===== config.mk =====
export PLATFORM = sky130hd
export DESIGN_NAME = rgb_led_arbiter
export DESIGN_NICKNAME = d
export VERILOG_FILES = /design/src/rtl/light_pkg.sv /design/src/rtl/rr_pick.sv /design/src/rtl/rgb_led_arbiter.sv
export SDC_FILE = /design/constraint.sdc
export NUM_CORES = 1
export LEC_CHECK = 0
export CAP_MARGIN = 20
export CELL_PAD_IN_SITES_DETAIL_PLACEMENT = 1
export CELL_PAD_IN_SITES_GLOBAL_PLACEMENT = 2
export CORE_UTILIZATION = 36
export CTS_BUF_LIST = sky130_fd_sc_hd__clkbuf_8
export CTS_CLUSTER_DIAMETER = 200
export DETAILED_ROUTE_END_ITERATION = 6
export PLACE_DENSITY = 0.95
export SLEW_MARGIN = 20
export SYNTH_ARGS = -nofsm -noshare
export SYNTH_HDL_FRONTEND = slang
export SYNTH_HIERARCHICAL = 1
export SYNTH_SLANG_ARGS = --single-unit

===== constraint.sdc =====
create_clock -name clk -period 5.1 [get_ports clk]
set_input_delay 1.275 -clock clk [delete_from_list [all_inputs] [get_ports clk]]
set_output_delay 1.275 -clock clk [all_outputs]
set_load 0.05 [all_outputs]

===== src/rtl/light_pkg.sv =====
`default_nettype none
// +------------------------------------------------------------------+
// | light_pkg                                                        |
// | Shared types and colour constants for the status-LED blocks.     |
// | Revision: 1.0                                                    |
// +------------------------------------------------------------------+
package light_pkg;

  typedef enum logic [1:0] {
    S_IDLE = 2'd0,
    S_SHOW = 2'd1,
    S_GAP  = 2'd2
  } arb_state_t;

  // Colours are active-high {r,g,b}; the pin driver inverts them.
  localparam logic [2:0] RGB_OFF = 3'b111;
  localparam logic [2:0] C_RED   = 3'b100;
  localparam logic [2:0] C_GREEN = 3'b010;
  localparam logic [2:0] C_BLUE  = 3'b001;

  function automatic int max_int(input int a, input int b);
    return (a > b) ? a : b;
  endfunction

endpackage
`default_nettype wire


===== src/rtl/rr_pick.sv =====
`default_nettype none
// +------------------------------------------------------------------+
// | rr_pick                                                          |
// | Combinational round-robin picker: first set req bit at or after  |
// | pointer, searching upward and wrapping to 0.                     |
// | Revision: 1.0                                                    |
// +------------------------------------------------------------------+
module rr_pick #(
  parameter int N_REQ = 4,
  parameter int PTR_W = $clog2(N_REQ)
) (
  input  logic [N_REQ-1:0] req,
  input  logic [PTR_W-1:0] pointer,
  output logic [PTR_W-1:0] winner,
  output logic             valid
);

  logic [PTR_W-1:0] w_idx;

  // Walk offsets from farthest to nearest so the nearest set bit wins.
  always_comb begin
    winner = '0;
    valid  = |req;
    w_idx  = '0;
    for (int i = N_REQ - 1; i >= 0; i--) begin
      w_idx = PTR_W'((int'(pointer) + i) % N_REQ);
      if (req[w_idx]) begin
        winner = w_idx;
      end
    end
  end

endmodule
`default_nettype wire


===== src/rtl/rgb_led_arbiter.sv =====
`default_nettype none
// +------------------------------------------------------------------+
// | rgb_led_arbiter                                                  |
// | Round-robin sharing of one active-low RGB LED among N_REQ status |
// | requesters, with a fixed dwell per grant and an off gap after.   |
// | Revision: 1.0                                                    |
// +------------------------------------------------------------------+
module rgb_led_arbiter #(
  parameter int N_REQ       = 4,
  parameter int DWELL_TICKS = 12_000_000,
  parameter int GAP_TICKS   = 1_200_000
) (
  input  logic                 clk,
  input  logic                 rst,
  input  logic [N_REQ-1:0]     req,
  input  logic [3*N_REQ-1:0]   color,
  output logic [N_REQ-1:0]     grant,
  output logic                 done,
  output logic                 busy,
  output logic [2:0]           rgb
);
  import light_pkg::*;

  localparam int C_PTR_W     = $clog2(N_REQ);
  localparam int C_MAX_TICKS = max_int(DWELL_TICKS, GAP_TICKS);
  localparam int C_CNT_W     = $clog2(C_MAX_TICKS + 1);

  arb_state_t         r_state;
  arb_state_t         w_next_state;
  logic [C_PTR_W-1:0] r_ptr;
  logic [C_PTR_W-1:0] r_winner;
  logic [2:0]         r_color;
  logic [C_CNT_W-1:0] r_cnt;

  logic [C_PTR_W-1:0] w_pick_idx;
  logic               w_pick_valid;
  logic [2:0]         w_pick_color;
  logic [C_PTR_W-1:0] w_ptr_next;
  logic [N_REQ-1:0]   w_onehot;
  logic               w_dwell_last;
  logic               w_gap_last;
  logic               w_exit_show;

  rr_pick #(
    .N_REQ (N_REQ),
    .PTR_W (C_PTR_W)
  ) u_pick (
    .req     (req),
    .pointer (r_ptr),
    .winner  (w_pick_idx),
    .valid   (w_pick_valid)
  );

  always_comb begin
    w_pick_color = '0;
    for (int i = 0; i < N_REQ; i++) begin
      if (w_pick_idx == C_PTR_W'(i)) begin
        w_pick_color = color[3*i +: 3];
      end
    end
  end

  for (genvar gi = 0; gi < N_REQ; gi++) begin : g_onehot
    assign w_onehot[gi] = (r_winner == C_PTR_W'(gi));
  end

  assign w_dwell_last = (r_cnt == C_CNT_W'(DWELL_TICKS - 1));
  assign w_gap_last   = (r_cnt == C_CNT_W'(GAP_TICKS - 1));
  // A dropped request ends the show early; the dwell counter alone decides done.
  assign w_exit_show  = w_dwell_last || !req[r_winner];
  assign w_ptr_next   = (r_winner == C_PTR_W'(N_REQ - 1)) ? '0 : r_winner + C_PTR_W'(1);

  always_ff @(posedge clk) begin
    if (rst) begin
      r_state <= S_IDLE;
    end else begin
      r_state <= w_next_state;
    end
  end

  always_comb begin
    w_next_state = r_state;
    case (r_state)
      S_IDLE: if (w_pick_valid) w_next_state = S_SHOW;
      S_SHOW: if (w_exit_show)  w_next_state = (GAP_TICKS == 0) ? S_IDLE : S_GAP;
      S_GAP:  if (w_gap_last)   w_next_state = S_IDLE;
      default:                  w_next_state = S_IDLE;
    endcase
  end

  always_ff @(posedge clk) begin
    if (rst) begin
      r_ptr    <= '0;
      r_winner <= '0;
      r_color  <= '0;
      r_cnt    <= '0;
    end else begin
      case (r_state)
        S_IDLE: begin
          if (w_pick_valid) begin
            r_winner <= w_pick_idx;
            r_color  <= w_pick_color;
            r_cnt    <= '0;
          end
        end
        S_SHOW: begin
          if (w_exit_show) begin
            r_ptr <= w_ptr_next;
            r_cnt <= '0;
          end else begin
            r_cnt <= r_cnt + C_CNT_W'(1);
          end
        end
        S_GAP: begin
          r_cnt <= w_gap_last ? '0 : r_cnt + C_CNT_W'(1);
        end
        default: begin
          r_winner <= '0;
          r_color  <= '0;
          r_cnt    <= '0;
        end
      endcase
    end
  end

  always_comb begin
    grant = '0;
    done  = 1'b0;
    busy  = 1'b0;
    rgb   = RGB_OFF;
    case (r_state)
      S_SHOW: begin
        grant = w_onehot;
        rgb   = ~r_color;
        done  = w_dwell_last;
        busy  = 1'b1;
      end
      S_GAP: begin
        busy  = 1'b1;
      end
      default: begin
      end
    endcase
  end

endmodule
`default_nettype wire


==> results of run 1 <==
[flip-flops by register name, summed over array words and instances (netlist names)]
name and cells:
r_cnt 24, r_color 3, r_ptr 2, r_state 2
r_winner 2
[worst reg2reg max path: cells and delay by family, from the launching register on]
kind | cells | cell delay, ns
flip-flops | 1 | 0.35
AO/OA/AOI/OAI | 4 | 1.58
adder cells (fa/ha/maj) | 1 | 0.27
AND/OR/NAND/NOR | 2 | 0.30
[worst max-delay path by stage]
stage	from	endpoint	slack (ns)	cells past startpoint
5_1_grt	r_cnt[0]	done	1.02	6
2_1_floorplan	r_cnt[0]	done	1.97	5
4_1_cts	r_cnt[0]	done	1.12	6
3_3_place_gp	req[3]	r_cnt[21]	1.36	8
3_5_place_dp	req[3]	r_cnt[21]	1.29	8
6_report	r_cnt[0]	done	1.15	6
[metal layers]
metal	vias to the layer above	track usage [%]	wire, µm
met5	-	0	0
met1	933	23.6	2470
met2	36	32.2	2590
met4	0	4.15	52
li1	981	-	-
met3	7	4.00	210
[report_power, final]
group	switching [W]	internal, W	total (W)
logic	0.000199	0.000121	0.000320
clock network	0.0000992	0.000157	0.000257
registers	0.0000227	0.000282	0.000305
[cells by family (layout without fill, tap and decap cells)]
group	Yosys count	after routing	share of synthesized area, %
DFF	33	33	31.9
buffers and inverters	22	47	5.32
adders and majority gates	8	8	4.84
xor gates and xnor gates	3	3	1.27
AOI/OAI and AO/OA	57	57	19.6
muxes	10	10	7.44
and+or+nand+nor	120	120	29.6
[cells in the final DEF, fill, tap and decap left out, types with 2 or more instances in the layout]
cell             count
nand4_1              4
ha_1                 8
inv_1               14
clkbuf_8             6
dfxtp_1             33
nand2b_1             6
and3_1               8
nand2_1             39
a21oi_1             14
mux2i_1              6
xor2_1               3
a21o_1               2
o311ai_1             6
nor2_1              16
nor4_1               5
mux4_2               3
nand3b_1             2
o21ai_0             14
clkdlybuf4s50_1     26
nor3b_1              2
or3_1                3
and4_1               2
nor3_1               4
a22oi_1              3
a221o_1              4
and2_1               5
a211oi_1             3
a41o_1               2
nand3_1             18
[per-stage QoR]
step | hold slack (ns) | worst slack, ns
final | 0.492 | 1.15
after global routing | 0.532 | 1.02
after CTS | 0.489 | 1.12
after global placement | 0.467 | 1.36
after detailed placement | 0.476 | 1.29
after floorplan | 0.454 | 1.97
[cell type report]
type,instances,area [µm²]
clock buffers,6,82.6
clock inverters,2,33.8
fillers,662,3030
inverters,13,48.8
multi-input cells,198,1300
flip-flops and latches,33,661
well taps,72,90.1
repair buffers,26,260
==> results.md, run 1 <==
- Hold Crit Depth: 2
- Die span in x: ~78 µm
- CTS tree: yes
- Vias per inst: ~5.6
- Clock root buffer: clkbuf_8
- Row count: 27
- CP peak stage delay: between 0.8 and 0.9 ns
- Yosys cell types: 47
- Cell with the most instances after synthesis: nand2_1
- Num CTS Buffers: 5
- Synth Warn #: 6
- Max Slew Vio Count: 0
- Hold Path Origin: r_color[0]
- Setup CP Type: reg2out
- R2R setup slack: roughly 2.6 ns
- Fmax: about 0.25 GHz
- Asr flop ratio synth: 0%
- Total negative slack: 0 ns
- Ant diodes: 0
- Family with the most delay on the worst path: simple AND/OR/NAND/NOR gates
- Via count: 1957
- Hold Vio Cnt, Final: 0
- Post-route ant nets: 0
- Area post-placement: between 2000 and 2500 µm²
- Area of the core: 5510 µm²
- Post-layout util: about 45%
- Worst-path maximum fanout: 6
- First-pass DRT Iterations: 4
- Worst Skew: 0.00861 ns
- Slew margin rel.: 31.1%
- Startpoint Class: flip-flop
- Synthesized cell area: ~2100 µm²
- DRC errors left: 0
- Post-CTS Setup Inserts: 0
- # resized after CTS: 0
- Syn_area_per_cell: 8.17 µm²
- Gpl congestion: 0.743
- Clock Pin Slew Worst Setup and Hold Paths: 0.07 ns
- Seq cells post-synth: 33
- Pin count of the biggest net entering global routing: 28
- Dpl cells: 342
- Hold endpoint: r_color[0]
- Post-synth EDFFs: 0
- Primary FF master, synth: dfxtp_1
- RSZ-0062 raised after global routing: no
- H-tree depth: 2
- Synth cell count leaders: nand2_1, dfxtp_1, nand3_1
- R2R Path Start: r_cnt[0]
- Initial Util: between 30% and 40%
- Initial DRC count: between 100 and 150
- Final Instance Area: 2470 µm²
- DP Wirelength: roughly 3800 µm
- Slowest stage cell on the critical path: clkdlybuf4s50_1
- Data arrival, critical path: between 2 and 3 ns
- Crit. End Element: primary output
- Gr usage total: a little under a fifth
- Final wirelength: between 5000 and 6000 µm
- Layout overhead on the synthesized area: 19.6%
- Synth area leader: dfxtp_1
- Layout cell share with drive strength beyond 1: roughly 5.8%
- Vias in the first global route: 1925
- Clock Sinks: 33
- Die Y: between 70 and 80 µm
- Gr ovfl total: 0
- Synth Instances: between 200 and 300
- Syn Nets: between 200 and 300
- Boundary Pins: 27
- Layout Cells excl Fill: 350
- Status: complete, no violations
- LEAKAGE: around 0.86 nW
- Min Clock Period, post-route: 3.95 ns
- Largest cells by area after synthesis: dfxtp_1, nand2_1, ha_1, nand3_1, a21oi_1
- P per Cell Area: approximately 360 nW/µm²
- Worst VDD drop: about 0.16 mV
- CP bufs+invs: 1
- Clock latency on the worst-skew pair: 0.28 ns
- Worst R2R Path Depth: 7
- Die Area: roughly 6000 µm²
- CP Data Required Time: 3.83 ns
- CTS Hold Bufs: 0
- Final setup fails: 0
- CTS Buffer Depth: 2
- Port bufs: 26
- Avg WL per Cell: 15.2 µm
- Worst r2r dst: r_cnt[21]
- Hold WC Path Type: reg2reg
- Initial antenna violation count: 0
- Fin crit share: roughly 78%
- Fin nets: ~300
- Global-route wire length before repair: ~9100 µm
- Final total power: a little under 0.0009 W
- Post-synth top area share: 31.9%
- Sequential fraction of the synthesis area: a little under a third
- Worst-margin pin slew: approximately 1 ns
- Total of max-cap violations: 0
- Cell breakdown of the critical path: ha_1 > nand4_1 > nor4_2 > nand3_1 > nor2_1 > clkdlybuf4s50_1
No activity file was read; power rests on OpenSTA's default activity.
==> run 2, diff against run 1 <==
--- a/config.mk
+++ b/config.mk
@@ -8,11 +8,11 @@
 export CAP_MARGIN = 20
 export CELL_PAD_IN_SITES_DETAIL_PLACEMENT = 1
 export CELL_PAD_IN_SITES_GLOBAL_PLACEMENT = 2
-export CORE_UTILIZATION = 36
+export CORE_UTILIZATION = 34
 export CTS_BUF_LIST = sky130_fd_sc_hd__clkbuf_8
 export CTS_CLUSTER_DIAMETER = 200
 export DETAILED_ROUTE_END_ITERATION = 6
-export PLACE_DENSITY = 0.95
+export PLACE_DENSITY = 0.93
 export SLEW_MARGIN = 20
 export SYNTH_ARGS = -nofsm -noshare
 export SYNTH_HDL_FRONTEND = slang
==> constraint.sdc (replaced) <==
create_clock -name clk -period 4.1 [get_ports clk]
set_input_delay 1.025 -clock clk [delete_from_list [all_inputs] [get_ports clk]]
set_output_delay 1.025 -clock clk [all_outputs]
set_load 0.05 [all_outputs]
==> run 2 against run 1 <==
Compared with the run above:
- register-to-register slack lost 0.82 ns
- clock power grew 25%
- final cell count increased by 1.4%
- count of clock-buffer cells in the layout unchanged
- worst setup slack got worse by 0.71 ns
- largest power group unchanged
- global-route usage is 0.54 points higher
- flip-flop and latch count unchanged
- routed wire length is 7.0% higher
- sequential power grew 25%
- first-iteration DRC count rose by 12%
- via count grew 1.6%
- clock skew decreased by 0.0011 ns
==> results.md, run 2 (synthesis results as in run 1) <==
- LEAKAGE: 0.872 nW (+1.3%)
- Vias in the first global route: 1993 (+3.5%)
- Final wirelength: 5700 µm (+7.0%)
- Post-layout util: 42.3% (-2.6 points)
- Die Area: 6400 µm² (+5.7%)
- DRC errors left: 0 (unchanged)
- Startpoint Class: flip-flop
- Clock Sinks: 33 (unchanged)
- Initial antenna violation count: 0 (unchanged)
- Slew margin rel.: 56.9% (+26 points)
- Total of max-cap violations: 0 (unchanged)
- Post-CTS Setup Inserts: 0 (unchanged)
- CP bufs+invs: 1 (unchanged)
- Clock root buffer: clkbuf_8
- Layout overhead on the synthesized area: 20.5%
- Cell breakdown of the critical path: ha_1 > nand4_1 > nor4_2 > nand3_1 > nor2_1 > clkdlybuf4s50_1
- Global-route wire length before repair: 9530 µm (+5.0%)
- Crit. End Element: primary output
- Worst-path maximum fanout: 6 (unchanged)
- CTS Buffer Depth: 2 (unchanged)
- Hold WC Path Type: reg2reg
- Slowest stage cell on the critical path: clkdlybuf4s50_1
- Die span in x: 80.0 µm (+2.8%)
- Gr usage total: 19.2% (+0.54 points)
- Post-route ant nets: 0 (unchanged)
- Worst VDD drop: 0.346 mV (+120%)
- Area of the core: 5890 µm² (+6.9%)
- Hold Vio Cnt, Final: 0 (unchanged)
- Total negative slack: 0 ns (unchanged)
- Initial Util: 35.1% (-2.4 points)
- Pin count of the biggest net entering global routing: 28 (unchanged)
- Gr ovfl total: 0 (unchanged)
- Worst-margin pin slew: 0.645 ns (-0.386 ns)
- Most frequent cells in the layout: nand2_1, dfxtp_1, clkdlybuf4s50_1, nand3_1, nor2_1
- Setup CP Type: reg2out
- First-pass DRT Iterations: 4 (unchanged)
- Die Y: 80.0 µm (+2.8%)
- Boundary Pins: 27 (unchanged)
- Max reg flops: 24 (unchanged)
- Max Slew Vio Count: 0 (unchanged)
- Family with the most delay on the worst path: simple AND/OR/NAND/NOR gates
- Most common cell after layout, fill and taps aside: nand2_1
- Ant diodes: 0 (unchanged)
- Fin nets: 305 (+0.66%)
- Clock latency on the worst-skew pair: 0.29 ns (about the same)
- RSZ-0062 raised after global routing: no
- Regs by FF count: r_cnt x24, r_color x3
- # resized after CTS: 0 (unchanged)
- Fmax: 0.273 GHz
- Final setup fails: 0 (unchanged)
- Num CTS Buffers: 5 (unchanged)
- Via count: 1989 (+1.6%)
- Vias per inst: 5.60 (+0.20%)
- CP Data Required Time: 3.07 ns (-0.76 ns)
- Layout cell share with drive strength beyond 1: 6.43% (+0.67 points)
- Initial DRC count: 113 (+12%)
- H-tree depth: 2 (unchanged)
- Row count: 28 (+3.7%)
- Final Instance Area: 2490 µm² (+0.76%)
- CTS Hold Bufs: 0 (unchanged)
- Data arrival, critical path: 2.64 ns (-0.04 ns)
- Port bufs: 26 (unchanged)
- Avg WL per Cell: 16.0 µm (+5.5%)
- DP Wirelength: 4160 µm (+8.3%)
- CTS tree: yes
- P per Cell Area: 445 nW/µm² (+25%)
- Status: complete, no violations
- Fin crit share: about nine tenths
- Worst Skew: 0.00754 ns (-0.00107 ns)
- CP peak stage delay: 0.82 ns (about the same)
- Most flop-heavy register: r_cnt
- Area post-placement: 2380 µm² (+0.80%)
- Clock Pin Slew Worst Setup and Hold Paths: 0.07 ns (about the same)
- Min Clock Period, post-route: about 3.7 ns
- Gpl congestion: 0.761 (+2.5%)
## run 2: cell types whose count changed in the layout (fill, tap and decap cells not counted), sizes merged
cell	previous run	this run
buf	0	2
## run 2: layout make-up
cell class / count / area (µm²)
Inverter: 13 / 48.8
Sequential cell: 33 / 661
Clock buffer: 6 / 82.6
Tap cell: 75 / 93.8
Fill cell: 728 / 3390
Multi-Input combinational cell: 198 / 1300
Timing Repair Buffer: 28 / 275
Clock inverter: 2 / 33.8
## run 2: per-layer routing
layer	share of wire [%]	track usage [%]	wire length [µm]
met5	0	0	0
met4	0.86	4.29	49
met3	3.5	4.23	200
met2	50	35.1	2870
met1	45	22.6	2580
## run 2: report_power, final
group,internal [W],switching (W)
Sequential,0.000351,0.0000291
Combinational,0.000153,0.000255
Clock,0.000196,0.000126
## run 2: final timing paths
kind	from	slack [ns]	endpoint	depth (start not counted)
setup / recovery	r_cnt[0]	0.44	done	6
hold / removal	r_color[1]	0.49	r_color[1]	2
setup reg to reg	r_cnt[0]	1.75	r_cnt[11]	8
hold reg to reg	r_color[1]	0.49	r_color[1]	2
## run 2: stage by stage
| step | instances | setup slack, ns | hold slack (ns) | power (W) |
|---|---|---|---|---|
| after floorplan | 253 | 1.22 | 0.454 | 0.000683 |
| after global placement | 347 | 0.772 | 0.478 | 0.000785 |
| after detailed placement | 347 | 0.732 | 0.477 | 0.000793 |
| after CTS | 355 | 0.408 | 0.490 | 0.00112 |
| after global routing | 355 | 0.222 | 0.533 | 0.00118 |
| final | 355 | 0.440 | 0.493 | 0.00111 |
## run 2: worst register-to-register path: stages, from the launching register on
cell      delay (ns)
dfxtp_1         0.39
ha_1            0.25
nand4_1         0.23
nor4_2          0.35
a31o_2          0.25
a211oi_4        0.07
buf_4           0.26
and3_1          0.20
a221o_1         0.25
